## src/rtl/spram_ctrl_pkg.sv

```systemverilog
// Shared types and constants for the single-port RAM request controller.
package spram_ctrl_pkg;

  localparam int RSP_FIFO_DEPTH = 2;

  typedef enum logic {
    ST_INIT = 1'b0,
    ST_RUN  = 1'b1
  } ctrl_state_e;

endpackage

```

## src/rtl/rsp_fifo2.sv

```systemverilog
// Two-entry response FIFO holding read data until the consumer takes it.
// The controller's credit logic never pushes into a full FIFO, so no
// overflow guard is built in here.
module rsp_fifo2
  import spram_ctrl_pkg::*;
#(
  parameter int WIDTH = 24
) (
  input  logic             clk,
  input  logic             rst,
  input  logic             push,
  input  logic [WIDTH-1:0] din,
  input  logic             pop,
  output logic             valid,
  output logic [WIDTH-1:0] head,
  output logic [1:0]       occ
);

  logic [WIDTH-1:0] mem_q [RSP_FIFO_DEPTH];
  logic [WIDTH-1:0] mem_d [RSP_FIFO_DEPTH];
  logic             wr_ptr_q, wr_ptr_d;
  logic             rd_ptr_q, rd_ptr_d;
  logic [1:0]       cnt_q, cnt_d;

  // Next-state pointers, storage and occupancy for push/pop in the same cycle.
  always_comb begin
    mem_d    = mem_q;
    wr_ptr_d = wr_ptr_q;
    rd_ptr_d = rd_ptr_q;
    if (push) begin
      mem_d[wr_ptr_q] = din;
      wr_ptr_d        = ~wr_ptr_q;
    end
    if (pop) begin
      rd_ptr_d = ~rd_ptr_q;
    end
    cnt_d = cnt_q + {1'b0, push} - {1'b0, pop};
  end

  // Register file state with synchronous reset to empty.
  always_ff @(posedge clk) begin
    if (rst) begin
      for (int i = 0; i < RSP_FIFO_DEPTH; i++) mem_q[i] <= '0;
      wr_ptr_q <= 1'b0;
      rd_ptr_q <= 1'b0;
      cnt_q    <= '0;
    end else begin
      mem_q    <= mem_d;
      wr_ptr_q <= wr_ptr_d;
      rd_ptr_q <= rd_ptr_d;
      cnt_q    <= cnt_d;
    end
  end

  assign valid = (cnt_q != 2'd0);
  assign head  = mem_q[rd_ptr_q];
  assign occ   = cnt_q;

endmodule

```

## src/rtl/spram_req_ctrl.sv

```systemverilog
// Request/response controller in front of a read-first single-port RAM.
// Clears the whole RAM after reset, then accepts one request per cycle and
// returns read data in order through a 2-entry response FIFO.
// Optional build macro SPRAM_REQ_CTRL_WR_RSP_EN: writes also return the
// pre-write (read-first) word as a response.
//
// state   | meaning
// --------+-----------------------------------------------------------
// ST_INIT | writing zero to every address, ascending, no requests taken
// ST_RUN  | clear finished, requests accepted subject to response credit
module spram_req_ctrl
  import spram_ctrl_pkg::*;
#(
  parameter int MEM_WIDTH  = 24,
  parameter int ADDR_WIDTH = 8
) (
  input  logic                  clk,
  input  logic                  rst,
  input  logic                  req_valid,
  output logic                  req_ready,
  input  logic                  req_we,
  input  logic [ADDR_WIDTH-1:0] req_addr,
  input  logic [MEM_WIDTH-1:0]  req_wdata,
  output logic                  rsp_valid,
  input  logic                  rsp_ready,
  output logic [MEM_WIDTH-1:0]  rsp_rdata,
  output logic                  init_done,
  output logic                  ram_we,
  output logic [ADDR_WIDTH-1:0] ram_addr,
  output logic [MEM_WIDTH-1:0]  ram_din,
  input  logic [MEM_WIDTH-1:0]  ram_dout
);

  ctrl_state_e           state_q, state_d;
  // Clear timer counts down; the RAM address is its complement so the
  // sweep still runs 0..DEPTH-1 and terminal count is simply zero.
  logic [ADDR_WIDTH-1:0] init_cnt_q, init_cnt_d;
  logic                  pend_q, pend_d;
  logic [ADDR_WIDTH-1:0] addr_hold_q, addr_hold_d;
  logic [MEM_WIDTH-1:0]  din_hold_q, din_hold_d;

  logic [1:0]            fifo_occ;
  logic                  fifo_valid;
  logic [MEM_WIDTH-1:0]  fifo_head;
  logic                  pop;
  logic                  accept;
  logic                  rsp_gen;
  logic [2:0]            credit_used;

`ifdef SPRAM_REQ_CTRL_WR_RSP_EN
  assign rsp_gen = 1'b1;
`else
  assign rsp_gen = ~req_we;
`endif

  assign rsp_valid   = fifo_valid;
  assign rsp_rdata   = fifo_head;
  assign pop         = fifo_valid & rsp_ready;
  // A pop in this cycle frees a slot for a request accepted in this cycle.
  assign credit_used = {1'b0, fifo_occ} + {2'b00, pend_q} - {2'b00, pop};
  assign req_ready   = ~rst && (state_q == ST_RUN) &&
                       (credit_used < 3'(RSP_FIFO_DEPTH));
  assign accept      = req_valid & req_ready;
  assign init_done   = (state_q == ST_RUN);

  // Next state, clear sweep and combinational RAM drive.
  always_comb begin
    state_d    = state_q;
    init_cnt_d = init_cnt_q;
    pend_d     = 1'b0;
    ram_we     = 1'b0;
    ram_addr   = addr_hold_q;
    ram_din    = din_hold_q;
    case (state_q)
      ST_INIT: begin
        ram_we     = 1'b1;
        ram_addr   = ~init_cnt_q;
        ram_din    = '0;
        init_cnt_d = init_cnt_q - 1'b1;
        if (init_cnt_q == '0) begin
          state_d = ST_RUN;
        end
      end
      ST_RUN: begin
        if (accept) begin
          ram_we   = req_we;
          ram_addr = req_addr;
          ram_din  = req_wdata;
          pend_d   = rsp_gen;
        end
      end
      default: state_d = ST_INIT;
    endcase
    if (rst) begin
      ram_we   = 1'b0;
      ram_addr = '0;
      ram_din  = '0;
    end
  end

  assign addr_hold_d = ram_addr;
  assign din_hold_d  = ram_din;

  // State, clear timer, read-in-flight flag and held RAM address/data.
  always_ff @(posedge clk) begin
    if (rst) begin
      state_q     <= ST_INIT;
      init_cnt_q  <= '1;
      pend_q      <= 1'b0;
      addr_hold_q <= '0;
      din_hold_q  <= '0;
    end else begin
      state_q     <= state_d;
      init_cnt_q  <= init_cnt_d;
      pend_q      <= pend_d;
      addr_hold_q <= addr_hold_d;
      din_hold_q  <= din_hold_d;
    end
  end

  // RAM read data lands one cycle after acceptance and is queued here.
  rsp_fifo2 #(
    .WIDTH (MEM_WIDTH)
  ) u_rsp_fifo (
    .clk   (clk),
    .rst   (rst),
    .push  (pend_q),
    .din   (ram_dout),
    .pop   (pop),
    .valid (fifo_valid),
    .head  (fifo_head),
    .occ   (fifo_occ)
  );

endmodule

```

## config.mk

```make
export PLATFORM = sky130hd
export DESIGN_NAME = spram_req_ctrl
export DESIGN_NICKNAME = d
export VERILOG_FILES = /design/src/rtl/spram_ctrl_pkg.sv /design/src/rtl/rsp_fifo2.sv /design/src/rtl/spram_req_ctrl.sv
export SDC_FILE = /design/constraint.sdc
export NUM_CORES = 1
export LEC_CHECK = 0
export ABC_AREA = 1
export BUFFER_PORTS_ARGS = -buffer_cell sky130_fd_sc_hd__buf_2
export CAP_MARGIN = 0
export CORE_ASPECT_RATIO = 0.7
export CORE_MARGIN = 2
export CORE_UTILIZATION = 55
export DETAILED_ROUTE_END_ITERATION = 10
export PLACE_DENSITY = 0.81
export SETUP_SLACK_MARGIN = 0.15
export SYNTH_ARGS = -nofsm -noshare
export SYNTH_HDL_FRONTEND = slang
export SYNTH_SLANG_ARGS = --single-unit
```

## constraint.sdc

```tcl
create_clock -name clk -period 6.6 [get_ports clk]
set_input_delay 0.99 -clock clk [delete_from_list [all_inputs] [get_ports clk]]
set_output_delay 0.99 -clock clk [all_outputs]
set_load 0.005 [all_outputs]
```

==> impl_metrics.json, run 1 <==
{
  "outcome": "finished, final reports clean",
  "ys_seq_elements": 94,
  "wirelength_mm": 9.44,
  "antennaDiodeCount": 0,
  "postRouteAntennaNets": 0,
  "fmax_mhz": 213,
  "overflow": 0,
  "first_pass_iters": 4,
  "worst_setup_path_start_kind": "primary input",
  "detail_route.drc_violations": 0,
  "design.core.area_sq_um": 6820,
  "place.detailed.hpwl_mm": 6.29,
  "num_io_pins": 121,
  "synth.yosys.seq_area_share_pct": 48.0,
  "cellPowerDensity_nw_per_um2": 231,
  "drive_above_1_share_pct": 20.8,
  "crit_required_ns": 5.61,
  "tritoncts": "done",
  "max-cap-violations": 0,
  "post_synth_fa_ha_maj_area_fraction_pct": 1.79,
  "grt_start_max_net_pins": 54,
  "setup.worst_path.class": "in2out",
  "post_synth_xor_area_fraction_pct": 0,
  "worst_skew_pair.late_latency_ns": 0.35,
  "distinct_cell_type_count_after_synthesis": 22,
  "timing.setup.tns_ns": 0,
  "final-hold-violation-count": 0,
  "ctsHtreeMaxLevel": 3,
  "vias_per_cell": 5.07,
  "postSynthCellCount": 572,
  "worst_path_dominant_cell_family": "buffers and inverters",
  "fin_nets": 741,
  "grt.total_usage_pct": 24.5,
  "synth.area.mux_share_pct": 0,
  "crit_path_frequent_cell": "nand2_1",
  "count_of_warnings_emitted_by_yosys": 0,
  "grt_setup_unrepaired": "no",
  "post_cts_hold_buffer_count": 0,
  "final_period_minus_worst_setup_slack_ns": 4.70,
  "drt_iter0_markers": 250,
  "routabilityCongestion": 0.833,
  "vdd_drop_max_v": 0.000129,
  "die_w_um": 105,
  "rows": 25,
  "power_leakage_uw": 0.00252,
  "first_global_vias": 3472,
  "avgRoutedWirePerCell_um": 12.2,
  "post_cts.repair.setup_buffers": 0,
  "cts_made_buffers": 9,
  "worst_pin_slew_ns": 0.999,
  "hold_path.class": "reg2reg",
  "simple_gate_fraction_of_synth_area_pct": 29.2,
  "complex_gate_fraction_of_the_synthesized_area_pct": 13.8,
  "initial_core_util_pct": 57.5,
  "main_combinational_cell_family_by_area_after_synthesis": "simple AND/OR/NAND/NOR gates",
  "synth_to_final_area_change_pct": 21.3,
  "report.final.setup_viol": 0,
  "num-fill-cells": 630,
  "critical-path-slowest-cell": "inv_2",
  "fin_worst_skew_ns": 0.00686,
  "finalCritPeriodShare_pct": 71.2,
  "synthesis.nets": 638,
  "worst-endpoint-arrival_ns": 3.71,
  "post_cts_resize_count": 0,
  "ctsLongestPathBuffers": 2,
  "cts.reportedPaths.clkPinSlew_ns": 0.08,
  "vias": 3914,
  "grt_pass1_wl_mm": 15.4,
  "fp.dieArea_sq_um": 7830,
  "max_slew_margin_pct": 33.3,
  "cp_max_fo": 44,
  "initial_antenna_violation_count": 0,
  "worstPathCellList": "buf_2, nand2_1, inv_1, ha_1, inv_1, ha_1, fa_1, inv_1, nand2_1, nand2_1, nand3_4, inv_2, nand2_1, nand3_1, nand2_1, inv_1, buf_2",
  "syn-cell-area_sq_um": 3920,
  "clock_tree.root_cell": "clkbuf_8",
  "setup.worst_path.end_class": "primary output",
  "synthesis.area_per_instance_sq_um": 6.86,
  "timing_max_transition_violations_final": 0,
  "clock_sink_count": 94,
  "critPathMaxStageDelay_ns": 0.52,
  "numPortBuffers": 120,
  "place_area_sq_um": 4530,
  "critical_path.n_buffers_inverters": 7,
  "die_h_um": 74.6,
  "stdcell_area_sq_um": 4750
}
routing by layer:
| metal | share of wire [%] | vias up | GRT usage (%) |
|---|---|---|---|
| met5 | 0 | - | 0 |
| met4 | 0.97 | 0 | 6.22 |
| met3 | 8.4 | 12 | 7.36 |
| met2 | 46 | 153 | 42.9 |
| met1 | 45 | 1750 | 30.5 |
| li1 | - | 1999 | - |
cells in the mapped netlist (all sizes together):
| library cell | count | area [sq um] |
|---|---|---|
| nor2 | 164 | 623 |
| nand2 | 113 | 427 |
| dfxtp | 94 | 1880 |
| o21ai | 79 | 395 |
| inv | 43 | 161 |
| a21oi | 26 | 130 |
| clkbuf | 26 | 97.6 |
| nand3 | 12 | 72.6 |
| ha | 4 | 50.1 |
| buf | 3 | 20.0 |
| nand4 | 3 | 18.8 |
| clkinv | 1 | 3.75 |
| fa | 1 | 20.0 |
| nor3 | 1 | 5.00 |
| o21bai | 1 | 7.51 |
| o31ai | 1 | 7.51 |
sequential cells by signal, summed over array words and instances (netlist names):
name and count:
u_rsp_fifo.rd_ptr_q 1, u_rsp_fifo.occ 2, u_rsp_fifo.wr_ptr_q 1, init_done 1, addr_hold_q 8, din_hold_q 24
pend_q 1, init_cnt_q 8, u_rsp_fifo.mem_q 48
final timing paths:
path / from / end / slack, ns / cells after the start
setup / recovery: rsp_ready / ram_addr[7] / 1.90 / 17
hold / removal: din_hold_q[9]$_SDFF_PP0_ / din_hold_q[9]$_SDFF_PP0_ / 0.46 / 2
setup reg to reg: u_rsp_fifo.occ[1]$_SDFF_PP0_ / din_hold_q[17]$_SDFF_PP0_ / 3.47 / 15
hold reg to reg: din_hold_q[9]$_SDFF_PP0_ / din_hold_q[9]$_SDFF_PP0_ / 0.46 / 2
report_power, final:
| part | switching (uW) | total, uW | leakage [uW] | internal, uW |
|---|---|---|---|---|
| Combinational | 51.1 | 81.6 | 0.00165 | 30.5 |
| Clock | 185 | 433 | 0.000108 | 248 |
| Sequential | 11.3 | 584 | 0.000758 | 573 |
logic make-up after synthesis:
logic type / count (synthesis)
buf+inv: 73
flops: 94
fa+ha+maj: 5
compound gates: 107
simple gates: 293
per-stage QoR:
step	hold WS, ns	setup WS, ns	power (uW)	util [%]	std cells
finish	0.462	1.90	1100	69.7	772
global route	0.474	1.60	1140	69.7	772
CTS	0.461	1.86	1110	69.7	772
detailed placement	0.450	1.89	679	66.4	758
global placement	0.440	1.94	676	66.4	758
floorplan	0.429	2.83	643	-	572
layout make-up:
type                    instances  area [sq um]  share of cell area (%)
flip-flops and latches         94          1880                    39.6
clock buffers                  10           128                    2.68
clock inverters                 4          97.6                    2.05
repair buffers                121           608                    12.8
well taps                      94           118                    2.47
inverters                      44           165                    3.47
multi-input cells             405          1760                    36.9
placed cells by master (no fill, tap or decap):
cell	Yosys	layout
a21oi_1	26	26
buf_2	1	120
buf_4	2	1
bufinv_16	0	3
clkbuf_1	26	1
clkbuf_8	0	9
clkinv_1	1	1
clkinvlp_4	0	1
dfxtp_1	94	94
fa_1	1	1
ha_1	4	4
inv_1	39	39
inv_2	4	4
nand2_1	112	112
nand2_2	1	1
nand3_1	11	11
nand3_4	1	1
nand4_1	3	3
nor2_1	163	163
nor2_4	1	1
nor3_1	1	1
o21ai_0	59	59
o21ai_1	20	20
o21bai_1	1	1
o31ai_1	1	1
worst register-to-register path, stage by stage (launching register included):
cell     delay, ns
dfxtp_1       0.32
inv_1         0.11
nand2_1       0.09
nand2_1       0.09
inv_1         0.05
ha_1          0.26
inv_1         0.04
ha_1          0.18
fa_1          0.38
inv_1         0.07
nand2_1       0.04
nand2_1       0.16
nand3_4       0.39
inv_2         0.52
o21ai_1       0.17
nor2_1        0.18
(Power assumes the default switching activity.)
==> run 2, diff against run 1 <==
ABC_AREA = 0   (was 1)
CORE_UTILIZATION = 51   (was 55)
PLACE_DENSITY = 0.75   (was 0.81)
clock period = 4.5 ns   (was 6.6 ns; I/O delays follow)
==> run 2 against run 1 <==
Effect of this change: hold slack lost 0.0083 ns; critical endpoint is now ram_addr[1]; highest routed layer unchanged; largest cell class is now multi-input combinational cells; total power grew 84%; register-to-register slack lost 1.9 ns; combinational power grew to 3.0 times the previous value; via count shrank 2.0%; first-iteration DRC count shrank 8.0%; die area grew 10%; sequential cell count is the same; critical path depth shrank 7; synthesized cell count shrank 13%; routed wire length grew 7.0%; non-clock buffer count grew 8.
==> impl_metrics.json, run 2 <==
{
  "synth_common_cells": "nand2_1, a21oi_1, dfxtp_1, clkbuf_1",
  "cts_made_buffers": 9,
  "timing_max_transition_violations_final": 0,
  "globalRouteMet2Util_pct": 38.2,
  "fp.dieArea_sq_um": 8650,
  "wirelength_mm": 10.1,
  "busiest_layer": "met2",
  "max_slew_margin_pct": 28.7,
  "sequential_cell_area_sq_um": 1880,
  "hold_path.class": "reg2reg",
  "worst-endpoint-arrival_ns": 3.28,
  "fmax_mhz": 253,
  "max-cap-violations": 0,
  "numPortBuffers": 120,
  "finalHoldWorstSlack_ns": 0.453,
  "worst_pin_slew_ns": 1.06,
  "synth_to_final_area_change_pct": 25.5,
  "rows": 27,
  "tritoncts": "done",
  "yosys.area.top_type": "dfxtp_1",
  "first_pass_iters": 4,
  "max_ffs_per_register": 48,
  "grt_pass1_wl_mm": 16.5,
  "syn-cell-area_sq_um": 4040,
  "finalCritPeriodShare_pct": 88.0,
  "post_cts_hold_buffer_count": 0,
  "avgRoutedWirePerCell_um": 14.5,
  "cp_max_fo": 21,
  "mostFrequentLayoutCell": "buf_2",
  "drive_above_1_share_pct": 29.5,
  "fin_nets": 658,
  "register_name_with_the_most_flops": "u_rsp_fifo.mem_q",
  "ctsHtreeMaxLevel": 3,
  "synth.yosys.seq_area_share_pct": 46.6,
  "synth_top_area_share_pct": 46.6,
  "post_cts_resize_count": 0,
  "timing.setup.tns_ns": 0,
  "power_leakage_uw": 0.00201,
  "outcome": "finished, final reports clean",
  "use_met1_pct": 32.6,
  "place.detailed.hpwl_mm": 6.76,
  "synth.area.top_cells": "dfxtp_1, a21oi_1, nand2_1",
  "vias": 3834,
  "detail_route.drc_violations": 0,
  "cts.reportedPaths.clkPinSlew_ns": 0.07,
  "clock_sink_count": 94,
  "final-hold-violation-count": 0,
  "distinct_cell_type_count_after_synthesis": 32,
  "grt_start_max_net_pins": 53,
  "crit_required_ns": 3.83,
  "post_cts.repair.setup_buffers": 0,
  "cellPowerDensity_nw_per_um2": 400,
  "vias_per_cell": 5.49,
  "grt.met3_usage_pct": 7.23,
  "final_period_minus_worst_setup_slack_ns": 3.96,
  "worst_skew_pair.late_latency_ns": 0.33,
  "grt.total_usage_pct": 24.2,
  "antennaDiodeCount": 0,
  "synthesis.area_per_instance_sq_um": 8.14,
  "edff_count_synth": 0,
  "top_library_cells_by_usage_in_the_layout_fill_and_taps_aside": "buf_2, nand2_1, a21oi_1, dfxtp_1",
  "fin_worst_skew_ns": 0.00410,
  "overflow": 0,
  "clock_tree.root_cell": "clkbuf_16",
  "async_flop_share_pct": 0,
  "grt_setup_unrepaired": "no",
  "report.final.setup_viol": 0,
  "vdd_drop_max_v": 0.000303,
  "die_h_um": 78.4,
  "total_power_uw": 2030,
  "yosysMostFrequentCell": "nand2_1",
  "count_of_warnings_emitted_by_yosys": 0,
  "initial_core_util_pct": 51.9,
  "ys_seq_elements": 94,
  "setup.worst_path.end_class": "primary output",
  "num_io_pins": 121,
  "postRouteAntennaNets": 0,
  "reg_top3": "u_rsp_fifo.mem_q (48), din_hold_q (24)",
  "first_global_vias": 3500,
  "initial_antenna_violation_count": 0,
  "die_w_um": 110,
  "drt_iter0_markers": 230,
  "synth_ff_type": "dfxtp_1",
  "multi_input_gate_area_in_the_final_layout_sq_um": 1980,
  "setup.worst_path.class": "reg2out",
  "design.core.area_sq_um": 7770,
  "postSynthCellCount": 496,
  "worst_setup_path_start_kind": "flip-flop",
  "num-fill-cells": 694,
  "ctsLongestPathBuffers": 2,
  "routabilityCongestion": 0.809,
  "synthesis.nets": 562
}
run 2: worst paths after layout:
path,slack (ns),endpoint,cells past startpoint,startpoint
max,0.54,ram_addr[1],10,u_rsp_fifo.occ[1]$_SDFF_PP0_
min,0.45,u_rsp_fifo.mem_q[26]$_SDFFE_PP0P_,2,u_rsp_fifo.mem_q[26]$_SDFFE_PP0P_
min reg2reg,0.45,u_rsp_fifo.mem_q[26]$_SDFFE_PP0P_,2,u_rsp_fifo.mem_q[26]$_SDFFE_PP0P_
max reg2reg,1.61,din_hold_q[9]$_SDFF_PP0_,9,u_rsp_fifo.occ[1]$_SDFF_PP0_
run 2: routing by layer:
| layer | vias to the layer above | routed length [um] |
|---|---|---|
| li1 | 1921 | - |
| met1 | 1798 | 4600 |
| met2 | 106 | 4780 |
| met3 | 9 | 636 |
| met4 | 0 | 89 |
| met5 | - | 0 |
run 2: area by class of cell:
type / count / share of cell area [%]
Multi-Input combinational cell: 349 / 39.2
Sequential cell: 94 / 37.2
Timing Repair Buffer: 129 / 13.2
Clock buffer: 10 / 4.72
Clock inverter: 6 / 2.62
Tap cell: 101 / 2.50
Inverter: 9 / 0.667
run 2: report_power, final:
| part | internal (uW) | total, uW | switching (uW) |
|---|---|---|---|
| registers | 841 | 857 | 15.8 |
| logic | 88.0 | 244 | 156 |
| clock network | 613 | 926 | 312 |
run 2: cells by family after synthesis:
kind of cell	synth area share (%)
simple gates	16.9
mux	6.97
flops	46.6
compound gates	21.9
xor+xnor	0.868
fa+ha+maj	1.74
buf+inv	5.05
run 2: worst max-delay path: stages, from the launching register on:
cell	delay, ns
dfxtp_1	0.38
o21a_1	0.23
ha_1	0.29
inv_1	0.04
ha_1	0.18
fa_1	0.52
nor4bb_4	0.34
buf_4	0.30
a31oi_1	0.14
a221oi_1	0.34
buf_2	0.18
run 2: metrics by stage:
step                      instances  util, %  instance area, sq um  setup slack, ns
after floorplan                 496        -                  4040             1.03
after global placement          682     60.4                  4690            0.681
after detailed placement        682     60.4                  4690            0.575
after CTS                       698     65.2                  5060            0.505
after global routing            698     65.2                  5060            0.316
final                           698     65.2                  5060            0.540
==> run 3, diff against run 2 <==
RECOVER_POWER = 50   (was default)
==> run 3 against run 2 <==
Effect of this change: critical path depth unchanged; worst setup slack worse by 0.0052 ns; clock skew down 0.00086 ns; clock power about the same; highest routed layer unchanged; largest power group unchanged; the run now ends with max-capacitance violations, max-slew violations left; combinational power about the same; non-clock buffer count unchanged; critical endpoint unchanged.
==> impl_metrics.json, run 3 (synthesis gave the netlist of run 2 again) <==
{
  "grt_pass1_wl_mm": 16.5,
  "timing_max_transition_violations_final": 53,
  "grt_start_max_net_pins": 53,
  "post_cts_hold_buffer_count": 0,
  "max-cap-violations": 1,
  "synth_to_final_area_change_pct": 24.9,
  "report.final.setup_viol": 0,
  "mostFrequentLayoutCell": "buf_2",
  "wirelength_mm": 10.1,
  "reg_top3": "u_rsp_fifo.mem_q (48), din_hold_q (24)",
  "cts_made_buffers": 9,
  "final_period_minus_worst_setup_slack_ns": 3.97,
  "cp_max_fo": 21,
  "fin_worst_skew_ns": 0.00324,
  "worst-endpoint-arrival_ns": 3.29,
  "num-fill-cells": 705,
  "first_pass_iters": 5,
  "max_slew_margin_pct": -49.4,
  "routabilityCongestion": 0.809,
  "numPortBuffers": 120,
  "post_cts_resize_count": 0,
  "finalCritPeriodShare_pct": 88.1,
  "timing.setup.tns_ns": 0,
  "fp.dieArea_sq_um": 8650,
  "final-hold-violation-count": 0,
  "worst_skew_pair.late_latency_ns": 0.33,
  "hold_path.class": "reg2reg",
  "vias": 3854,
  "top_library_cells_by_usage_in_the_layout_fill_and_taps_aside": "buf_2, nand2_1, a21oi_1, dfxtp_1",
  "sequential_cell_area_sq_um": 1880,
  "grt.total_usage_pct": 24.2,
  "die_w_um": 110,
  "rows": 27,
  "tritoncts": "done",
  "first_global_vias": 3500,
  "worst_pin_slew_ns": 2.24,
  "post_cts.repair.setup_buffers": 0,
  "detail_route.drc_violations": 0,
  "design.core.area_sq_um": 7770,
  "cts.reportedPaths.clkPinSlew_ns": 0.07,
  "setup.worst_path.end_class": "primary output",
  "fin_nets": 658,
  "place.detailed.hpwl_mm": 6.76,
  "vias_per_cell": 5.52,
  "avgRoutedWirePerCell_um": 14.5,
  "clock_sink_count": 94,
  "power_leakage_uw": 0.00196,
  "clock_tree.root_cell": "clkbuf_16",
  "vdd_drop_max_v": 0.000302,
  "initial_core_util_pct": 51.9,
  "max_ffs_per_register": 48,
  "multi_input_gate_area_in_the_final_layout_sq_um": 1980,
  "initial_antenna_violation_count": 0,
  "worst_setup_path_start_kind": "flip-flop",
  "drt_iter0_markers": 252,
  "outcome": "finished with violations",
  "num_io_pins": 121,
  "failed_checks": "max-capacitance violations, max-slew violations",
  "grt_setup_unrepaired": "no",
  "drive_above_1_share_pct": 27.5,
  "cellPowerDensity_nw_per_um2": 401,
  "fmax_mhz": 252,
  "setup.worst_path.class": "reg2out",
  "overflow": 0,
  "finalHoldWorstSlack_ns": 0.454,
  "register_name_with_the_most_flops": "u_rsp_fifo.mem_q",
  "ctsHtreeMaxLevel": 3,
  "die_h_um": 78.4,
  "postRouteAntennaNets": 0,
  "crit_required_ns": 3.83,
  "ctsLongestPathBuffers": 2,
  "antennaDiodeCount": 0
}
==> run 3: power breakdown <==
group | switching (uW) | leakage (uW) | internal (uW) | total (uW)
sequential | 15.8 | 0.000758 | 841 | 857
clock | 312 | 0.000179 | 613 | 925
combinational | 155 | 0.00102 | 85.5 | 241
==> run 3: worst paths after layout <==
path / startpoint / end / slack [ns] / depth (start not counted)
setup / recovery: u_rsp_fifo.occ[1]$_SDFF_PP0_ / ram_addr[1] / 0.53 / 10
hold / removal: u_rsp_fifo.mem_q[41]$_SDFFE_PP0P_ / u_rsp_fifo.mem_q[41]$_SDFFE_PP0P_ / 0.45 / 2
setup reg to reg: u_rsp_fifo.occ[1]$_SDFF_PP0_ / addr_hold_q[7]$_SDFF_PP0_ / 1.62 / 9
hold reg to reg: u_rsp_fifo.mem_q[41]$_SDFFE_PP0P_ / u_rsp_fifo.mem_q[41]$_SDFFE_PP0P_ / 0.45 / 2
==> run 3: layer usage <==
metal	global-route usage [%]	part of all wire [%]	vias to the layer above	routed length, um
met5	0	0	-	0
met3	7.23	6.5	9	654
met2	38.2	47	108	4780
met1	32.6	45	1819	4600
met4	5.88	0.90	0	91
li1	-	-	1918	-
==> run 3: through the flow <==
stage               total power [uW]  setup slack [ns]  cells  util, %  cell area [sq um]
finish                          2020             0.535    698     64.9               5040
global route                    2100             0.316    698     64.9               5040
CTS                             2040             0.505    698     65.2               5060
detailed placement              1120             0.575    682     60.4               4690
global placement                1120             0.681    682     60.4               4690
floorplan                       1020              1.03    496        -               4040
==> run 3: worst max-delay path, stage by stage, from the launching register on <==
cell	delay, ns
dfxtp_1	0.38
o21a_1	0.23
ha_1	0.29
inv_1	0.04
ha_1	0.18
fa_1	0.52
nor4bb_4	0.34
buf_4	0.30
a31oi_1	0.14
a221oi_1	0.34
buf_2	0.18
==> run 3: area by class of cell <==
type | count | share of cell area, %
clock buffers | 10 | 4.74
clock inverters | 6 | 2.63
inverters | 9 | 0.670
multi-input cells | 349 | 39.3
flip-flops and latches | 94 | 37.3
well taps | 101 | 2.51
repair buffers | 129 | 12.9
